`config.mk`:
```
export PLATFORM = sky130hd
export DESIGN_NAME = econet_coldet_flat
export DESIGN_NICKNAME = d
export VERILOG_FILES = /design/src/rtl/econet_pkg.sv /design/src/rtl/econet_coldet_if.sv /design/src/rtl/econet_sync2.sv /design/src/rtl/econet_coldet.sv /design/src/flat_wrapper.sv
export SDC_FILE = /design/constraint.sdc
export NUM_CORES = 1
export LEC_CHECK = 0
export CAP_MARGIN = 20
export CORE_ASPECT_RATIO = 1.25
export CORE_UTILIZATION = 25
export CTS_CLUSTER_SIZE = 40
export DETAILED_ROUTE_END_ITERATION = 12
export PLACE_DENSITY = 0.61
export SLEW_MARGIN = 20
export SYNTH_ARGS = -nofsm -noshare
export SYNTH_HDL_FRONTEND = slang
export SYNTH_SLANG_ARGS = --single-unit
```
`constraint.sdc`:
```
create_clock -name clk -period 5.3 [get_ports clk]
set_clock_uncertainty 0.15 [all_clocks]
set_input_delay 1.06 -clock clk [delete_from_list [all_inputs] [get_ports clk]]
set_output_delay 1.06 -clock clk [all_outputs]
set_load 0.01 [all_outputs]
```
`src/rtl/econet_pkg.sv`:
```
// Shared definitions for the Econet collision-detect block: FSM encoding,
// register word layout and reset values.
package econet_pkg;

    localparam int DATA_W = 32;
    localparam int LANES  = DATA_W / 8;
    localparam int FILT_W = 4;
    localparam int EVC_W  = 8;

    typedef enum logic [1:0] {
        ST_IDLE   = 2'd0,
        ST_RISE   = 2'd1,
        ST_ACTIVE = 2'd2,
        ST_FALL   = 2'd3
    } coldet_fsm_e;

    localparam int BIT_IRQ_EN = 0;
    localparam int BIT_STICKY = 1;
    localparam int BIT_STATE  = 2;
    localparam int BIT_SYNC   = 3;
    localparam int FILT_LSB   = 8;
    localparam int EVC_LSB    = 16;

    localparam int LANE_CTRL  = 0;
    localparam int LANE_FILT  = 1;
    localparam int LANE_EVC   = 2;

    localparam logic [FILT_W-1:0] FILT_LEN_RST = 4'h3;

endpackage

```
`src/rtl/econet_coldet_if.sv`:
```
// Register bus between a host and the collision-detect block.
interface econet_coldet_if;
    import econet_pkg::*;

    logic [LANES-1:0]  wr;
    logic              select;
    logic [DATA_W-1:0] data_in;
    logic [DATA_W-1:0] data_out;

    modport master (
        output wr,
        output select,
        output data_in,
        input  data_out
    );

    modport slave (
        input  wr,
        input  select,
        input  data_in,
        output data_out
    );

endinterface

```
`src/rtl/econet_sync2.sv`:
```
// Two-flop synchronizer for asynchronous Econet line inputs.
module econet_sync2 (
    input  logic clk,
    input  logic reset,
    input  logic d,
    output logic q
);

    logic sync_p0;
    logic sync_p1;

    always_ff @(posedge clk) begin
        if (!reset) begin
            sync_p0 <= 1'b0;
            sync_p1 <= 1'b0;
        end else begin
            sync_p0 <= d;
            sync_p1 <= sync_p0;
        end
    end

    assign q = sync_p1;

endmodule

```
`src/rtl/econet_coldet.sv`:
```
// Econet collision detector: synchronizes the raw collision line, debounces it
// with a programmable run-length filter and reports events via a register word.
module econet_coldet
    import econet_pkg::*;
(
    input  logic            clk,
    input  logic            reset,
    econet_coldet_if.slave  bus,
    input  logic            collision_detect,
    output logic            coldet_state,
    output logic            coldet_interrupt
);

    localparam logic [FILT_W-1:0] RUN_ONE = {{(FILT_W-1){1'b0}}, 1'b1};
    localparam logic [EVC_W-1:0]  EVC_ONE = {{(EVC_W-1){1'b0}}, 1'b1};

    function automatic logic [EVC_W-1:0] sat_inc(input logic [EVC_W-1:0] v);
        return (v == {EVC_W{1'b1}}) ? v : v + EVC_ONE;
    endfunction

    logic              sync_raw;
    coldet_fsm_e       state_q;
    coldet_fsm_e       state_d;
    logic [FILT_W-1:0] run_q;
    logic [FILT_W-1:0] run_d;
    logic              run_done;
    logic              event_rise;

    logic              irq_en_q;
    logic              sticky_q;
    logic [FILT_W-1:0] filt_len_q;
    logic [EVC_W-1:0]  evcount_q;

    logic              wr_en;
    logic [LANES-1:0]  lane_we;

    econet_sync2 u_sync (
        .clk   (clk),
        .reset (reset),
        .d     (collision_detect),
        .q     (sync_raw)
    );

    assign wr_en   = bus.select && (bus.wr != '0);
    assign lane_we = wr_en ? bus.wr : '0;

    // Comparing against the live filt_len lets a lowered threshold finish a run at once.
    assign run_done = (run_q >= filt_len_q);

    always_ff @(posedge clk) begin
        if (!reset) begin
            state_q <= ST_IDLE;
            run_q   <= '0;
        end else begin
            state_q <= state_d;
            run_q   <= run_d;
        end
    end

    always_comb begin
        state_d    = state_q;
        run_d      = run_q;
        event_rise = 1'b0;
        case (state_q)
            ST_IDLE: begin
                if (sync_raw) begin
                    if (filt_len_q == '0) begin
                        state_d    = ST_ACTIVE;
                        run_d      = '0;
                        event_rise = 1'b1;
                    end else begin
                        state_d = ST_RISE;
                        run_d   = RUN_ONE;
                    end
                end
            end
            ST_RISE: begin
                if (!sync_raw) begin
                    state_d = ST_IDLE;
                    run_d   = '0;
                end else if (run_done) begin
                    state_d    = ST_ACTIVE;
                    run_d      = '0;
                    event_rise = 1'b1;
                end else begin
                    run_d = run_q + RUN_ONE;
                end
            end
            ST_ACTIVE: begin
                if (!sync_raw) begin
                    if (filt_len_q == '0) begin
                        state_d = ST_IDLE;
                        run_d   = '0;
                    end else begin
                        state_d = ST_FALL;
                        run_d   = RUN_ONE;
                    end
                end
            end
            ST_FALL: begin
                if (sync_raw) begin
                    state_d = ST_ACTIVE;
                    run_d   = '0;
                end else if (run_done) begin
                    state_d = ST_IDLE;
                    run_d   = '0;
                end else begin
                    run_d = run_q + RUN_ONE;
                end
            end
            default: begin
                state_d = ST_IDLE;
                run_d   = '0;
            end
        endcase
    end

    always_ff @(posedge clk) begin
        if (!reset) begin
            irq_en_q   <= 1'b0;
            sticky_q   <= 1'b0;
            filt_len_q <= FILT_LEN_RST;
            evcount_q  <= '0;
        end else begin
            if (lane_we[LANE_CTRL]) begin
                irq_en_q <= bus.data_in[BIT_IRQ_EN];
            end
            // A new event outranks a simultaneous write-one-to-clear.
            if (event_rise) begin
                sticky_q <= 1'b1;
            end else if (lane_we[LANE_CTRL] && bus.data_in[BIT_STICKY]) begin
                sticky_q <= 1'b0;
            end
            if (lane_we[LANE_FILT]) begin
                filt_len_q <= bus.data_in[FILT_LSB +: FILT_W];
            end
            if (lane_we[LANE_EVC]) begin
                evcount_q <= event_rise ? EVC_ONE : '0;
            end else if (event_rise) begin
                evcount_q <= sat_inc(evcount_q);
            end
        end
    end

    assign coldet_state     = (state_q == ST_ACTIVE) || (state_q == ST_FALL);
    assign coldet_interrupt = sticky_q & irq_en_q;

    always_comb begin
        bus.data_out                          = '0;
        bus.data_out[BIT_IRQ_EN]              = irq_en_q;
        bus.data_out[BIT_STICKY]              = sticky_q;
        bus.data_out[BIT_STATE]               = coldet_state;
        bus.data_out[BIT_SYNC]                = sync_raw;
        bus.data_out[FILT_LSB +: FILT_W]      = filt_len_q;
        bus.data_out[EVC_LSB +: EVC_W]        = evcount_q;
    end

endmodule

```
`src/flat_wrapper.sv`:
```
// flat-port wrapper written by rule: the top's interface ports become plain ports
module econet_coldet_flat import econet_pkg::*;
  (clk, reset, collision_detect, coldet_state, coldet_interrupt, bus_wr, bus_select, bus_data_in, bus_data_out);
  econet_coldet_if bus_i ();
  input  logic clk;
  input  logic reset;
  input  logic collision_detect;
  output logic coldet_state;
  output logic coldet_interrupt;
  input wire logic [$bits(bus_i.wr)-1:0] bus_wr;
  input wire logic [$bits(bus_i.select)-1:0] bus_select;
  input wire logic [$bits(bus_i.data_in)-1:0] bus_data_in;
  output wire logic [$bits(bus_i.data_out)-1:0] bus_data_out;
  assign bus_i.wr = bus_wr;
  assign bus_i.select = bus_select;
  assign bus_i.data_in = bus_data_in;
  assign bus_data_out = bus_i.data_out;
  econet_coldet u_core (.clk(clk), .reset(reset), .bus(bus_i), .collision_detect(collision_detect), .coldet_state(coldet_state), .coldet_interrupt(coldet_interrupt));
endmodule
```
Yosys cells after proc, flatten, opt, wreduce, memory -nomap -nowiden
Cells that the tools add are included.

storage, ports and cells
  flip-flop bits (word level) = 22
  output and inout port bits = 34
  input port bits = 40
  word-level logic and storage cells = 60

operators by class
  reductions and logical operators = 11
  $add $sub $neg = 2
  equality and inequality tests = 9
  multiplexer cells = 28
  order comparisons = 1
  bitwise logic cells = 1

operator list
  operator                                                                 count
  8-bit 2-to-1 mux                                                         3
  4-bit 2-to-1 mux                                                         5
  2-bit 2-to-1 mux                                                         8
  4-bit one-hot mux with 4 select lines                                    1
  8-bit by 1-bit adder with 8-bit output, second input constant            1
  8-bit equality test, second input constant                               1
  1-bit 2-to-1 mux                                                         8
  2-bit one-hot mux with 4 select lines                                    1
  3-bit by 2-bit inequality test with 1-bit output, second input constant  2
  4-bit by 1-bit adder with 4-bit output, second input constant            1
  2-bit equality test, second input constant                               2
  4-bit greater-or-equal comparator                                        1
  4-bit logical NOT                                                        1
  2-bit inequality test, second input constant                             2
  2-bit AND reduction                                                      2
  4-bit AND reduction                                                      1
  2-bit nonzero test                                                       2
  4-bit nonzero test                                                       1
  3-bit 2-to-1 mux                                                         1
  2-bit by 1-bit equality test with 1-bit output, second input constant    1
  1-bit logical AND                                                        2
  2-bit logical NOT                                                        1
  2-bit by 1-bit inequality test with 1-bit output, second input constant  1
  1-bit one-hot mux with 2 select lines                                    1
  other kinds (2)                                                          2

Logic depth before layout (Yosys ltp)
  depth after elaboration = 6
  mapped depth = 8
  mapped depth without buffers = 6

Hierarchy
From an unflattened synthesis, not the netlist that was laid out.

unflattened totals
  cell total of the unflattened synthesis = 157
  area total of the unflattened synthesis = 1285.0 µm²

modules (own cells, without submodules)
  module         area each (µm²)  sequential area each (µm²)  instances  cells an instance
  econet_coldet  1232.4           400.4                       1          153
  econet_sync2   52.6             40.0                        1          4

Least setup slack after synthesis
Ideal clock, no wire load.

  kind = in2reg
  from = input port bus_select
  to = register u_core.evcount_q[5]
  cell stages on the path = 5
  data arrival time = 1.947 ns
  buffers on the path = 2
  library setup time = 0.101 ns
  setup slack = 3.102 ns
  required time = 5.049 ns
  path through = clkbuf_1 > a21oi_1 > clkbuf_1 > o311ai_0 > o41ai_1

between the ends
  word-level cells in the longest chain between the ends = 4
  elaborated cells between the ends (all ways) = 6
  those cells by class = eq/ne (1); mux (2); reduce/logical (3)

ends and longest elaborated chain
  element                                                                                           line                  RTL
  start: declaration                                                                                flat_wrapper.sv:11    input wire logic [$bits(bus_i.select)-1:0] bus_select;
  1-bit logical AND *                                                                               econet_coldet.sv:44   assign wr_en = bus.select && (bus.wr != '0);
  3-bit 2-to-1 mux *                                                                                econet_coldet.sv:45   assign lane_we = wr_en ? bus.wr : '0;
  2-bit by 1-bit inequality test with 1-bit output (no line) or 2-bit nonzero test (tied branches)  -
  2-bit AND reduction (no line)                                                                     -
  end signal: assignment                                                                            econet_coldet.sv:138  evcount_q <= event_rise ? EVC_ONE : '0;
  end signal: assignment                                                                            econet_coldet.sv:140  evcount_q <= sat_inc(evcount_q);
  end: declaration                                                                                  econet_coldet.sv:32   logic [EVC_W-1:0] evcount_q;

Every way passes the cells marked *; elsewhere a longest branch is shown, timed or not.
A chain may end at the register's enable or synchronous reset.

==> results.yml <==
floorplanning:
  fp.dieW_um: 67.2
  coreArea_sq_um: 5080
  die_h_um: 83.5
  dieArea_sq_um: 5610
  ios: 74
  start_util: 0.261
  num_rows: 29
route:
  ant_nets: 0
  route.vias.total: 1112
  drt_iter0_drc: 34
  drc: 0
  wl_per_cell_um: 11.3
  firstDrtPassIters: 2
  via_per_inst: 4.65
  routed_wirelength_um: 2710
grt:
  gr-total-overflow: 0
  grt.total_usage: 0.111
  grt_pass1_wl_um: 4840
  antenna_found_initial: 0
  grt_max_degree: 22
  grt_pass1_vias: 1028
synth:
  synth_ff_type: "dfxtp_1"
  ys_seq_area_frac: 0.332
  synth_cell_types: 41
  synth_edf_count: 0
  synth-compound-area-share: 0.172
  synthXorXnorAreaFrac: 0.00660
  synth-simple-area-share: 0.233
  synthesis.area_sq_um: 1330
  yosysWarnings: 0
  synth_adder_area_share: 0.0566
  synth_seq_cells: 22
  synth_top_family_by_area: "simple AND/OR/NAND/NOR gates"
  synth_mux_area_frac: 0.0302
  synth.avg_cell_area_sq_um: 8.68
  async_reset_ff_frac: 0
  synthCells: 153
worst_setup_path:
  worst-path-max-fanout: 12
  worst_setup_path_start_kind: "primary input"
  crit_required_ns: 5.32
  crit_type: "primary input to flip-flop"
  worstPathArrival_ns: 3.09
  endpoint_kind: "flip-flop"
clock_network:
  clock-sinks: 22
  insertion_delay_ns: 0.27
  hold_buffers: 0
  cts.clk_slew.worst_paths_ns: 0.07
  htreeDepth: 1
  root_buffer: "clkbuf_8"
  cts_resized: 0
  cts_buffers: 3
  cts_tree: "done"
  cts_setup_buffers: 0
  clock_path_buffers: 2
power:
  p_leak_nw: 0.620
  peakVddDrop_uv: 83.3
  powerDensity_nw_per_um2: 228
timing:
  finalSetupViolations: 0
  hold_viol: 0
  slew_violations: 0
  worst_pin_slew_ns: 0.821
  fin_crit_ns: 3.07
  tns_ns: 0
  rsz0062_at_grt: "no"
  fmax_mhz: 325
  finalCritPeriodShare: 0.580
  relSlewSlack: 0.453
place:
  gp_congestion: 0.745
  place_area_sq_um: 1570
  io_buffers: 30
  hpwl_um: 2050
  dp.cells: 235
hold_path:
  hold_path_class: "flip-flop to flip-flop"
run:
  cap_violations: 0
final_layout:
  finalInstanceArea_sq_um: 1640
  diodes: 0
  drive_gt1_frac: 0.0508
  stdcell_count: 239
  area_growth_pct: 23.8
  nets: 224
run_status:
  status: "completed"
-- per-layer routing --
layer | GRT usage | share of wire
met1 | 0.141 | 0.45
met2 | 0.178 | 0.49
met3 | 0.0164 | 0.033
met4 | 0.0522 | 0.020
met5 | 0 | 0
-- cell usage after synthesis, drive strengths merged, types with 2 or more instances --
cell     n  area share
a31oi    2      0.0094
buf     22        0.14
or4      2       0.011
inv      7       0.020
ha       6       0.057
dfxtp   22        0.33
clkbuf   4       0.011
o211a    2       0.015
o31ai    2       0.011
nand4b   2       0.013
nand4    2      0.0094
a21oi    4       0.015
mux2i    4       0.030
o311ai   2       0.013
nand3   14       0.053
nand2   18       0.051
nand2b   4       0.019
and2     4       0.019
o41ai    2       0.013
nor2     5       0.014
nor4     2       0.021
a21boi   3       0.017
o21ai    3       0.011
-- state kept, by name (all words and copies together), names as in the netlist --
register and cells:
u_core.u_sync.q 1, u_core.evcount_q 8, u_core.run_q 4, u_core.irq_en_q 1, u_core.filt_len_q 4, u_core.u_sync.sync_p0 1, u_core.state_q 2, u_core.sticky_q 1
-- worst paths after layout --
check	depth (start not counted)	from	slack, ns	endpoint
worst min-delay path	1	u_core.u_sync.sync_p0$_SDFF_PN0_	0.29	u_core.u_sync.q$_SDFF_PN0_
worst min register to register	1	u_core.u_sync.sync_p0$_SDFF_PN0_	0.29	u_core.u_sync.q$_SDFF_PN0_
worst max-delay path	5	reset	2.23	u_core.evcount_q[2]$_SDFFE_PN0P_
worst max register to register	6	u_core.filt_len_q[0]$_SDFFE_PN1P_	3.13	u_core.run_q[0]$_SDFFE_PN0P_
-- stage by stage --
| stage | power, mW | utilization | setup WS (ns) | hold slack, ns |
|---|---|---|---|---|
| 3_3_place_gp | 0.221 | 0.310 | 1.94 | 0.266 |
| 2_1_floorplan | 0.213 | - | 3.10 | 0.262 |
| 5_1_grt | 0.394 | 0.324 | 1.87 | 0.315 |
| 6_report | 0.374 | 0.324 | 2.23 | 0.286 |
| 4_1_cts | 0.379 | 0.324 | 2.12 | 0.291 |
| 3_5_place_dp | 0.222 | 0.310 | 1.85 | 0.272 |
-- layout by cell type, fill, tap and decap left out, types with 2 or more instances in the layout --
cell             Yosys  routed
a21boi_0             3       3
conb_1               1      16
or4_1                2       2
inv_1                7       7
nand4b_1             2       2
o21ai_0              3       3
clkdlybuf4s50_1      0      30
nand2b_1             4       4
nand2_1             18      18
dfxtp_1             22      22
a21oi_1              4       4
a31oi_1              2       2
o41ai_1              2       2
nand4_1              2       2
nor2_1               5       5
and2_1               4       4
mux2i_1              4       4
o311ai_0             2       2
o211a_1              2       2
clkbuf_8             0       3
o31ai_1              2       2
nand3_1             14      14
ha_1                 6       6
-- critical path, cell delays in order --
cell             delay (ns)
clkdlybuf4s50_1        0.71
inv_1                  0.24
a21oi_1                0.69
o311ai_0               0.27
o41ai_1                0.10
-- final cells by class --
class                           instances  area [sq um]
Clock inverter                          1          30.0
Fill cell                             544          3440
Sequential cell                        22           440
Tap cell                               62          77.6
Timing Repair Buffer                   31           308
Clock buffer                            3          41.3
Multi-Input combinational cell        113           721
Inverter                                7          26.3
-- report_power, final --
part / switching [mW] / total [mW] / leakage (nW) / internal (mW)
logic: 0.0237 / 0.0437 / 0.405 / 0.0201
clock network: 0.0560 / 0.157 / 0.0357 / 0.101
registers: 0.00447 / 0.174 / 0.179 / 0.169
total: 0.0842 / 0.374 / 0.620 / 0.290
-- cells by family (layout without fill, tap and decap cells) --
family	Yosys count	in the layout
AND/OR/NAND/NOR	57	57
buffers and inverters	33	42
AO/OA/AOI/OAI	29	29
flip-flops	22	22
adder cells (fa/ha/maj)	6	6
multiplexers	4	4
other	1	16
XOR/XNOR	1	1
Note: power is estimated with default switching activity, not from simulation.
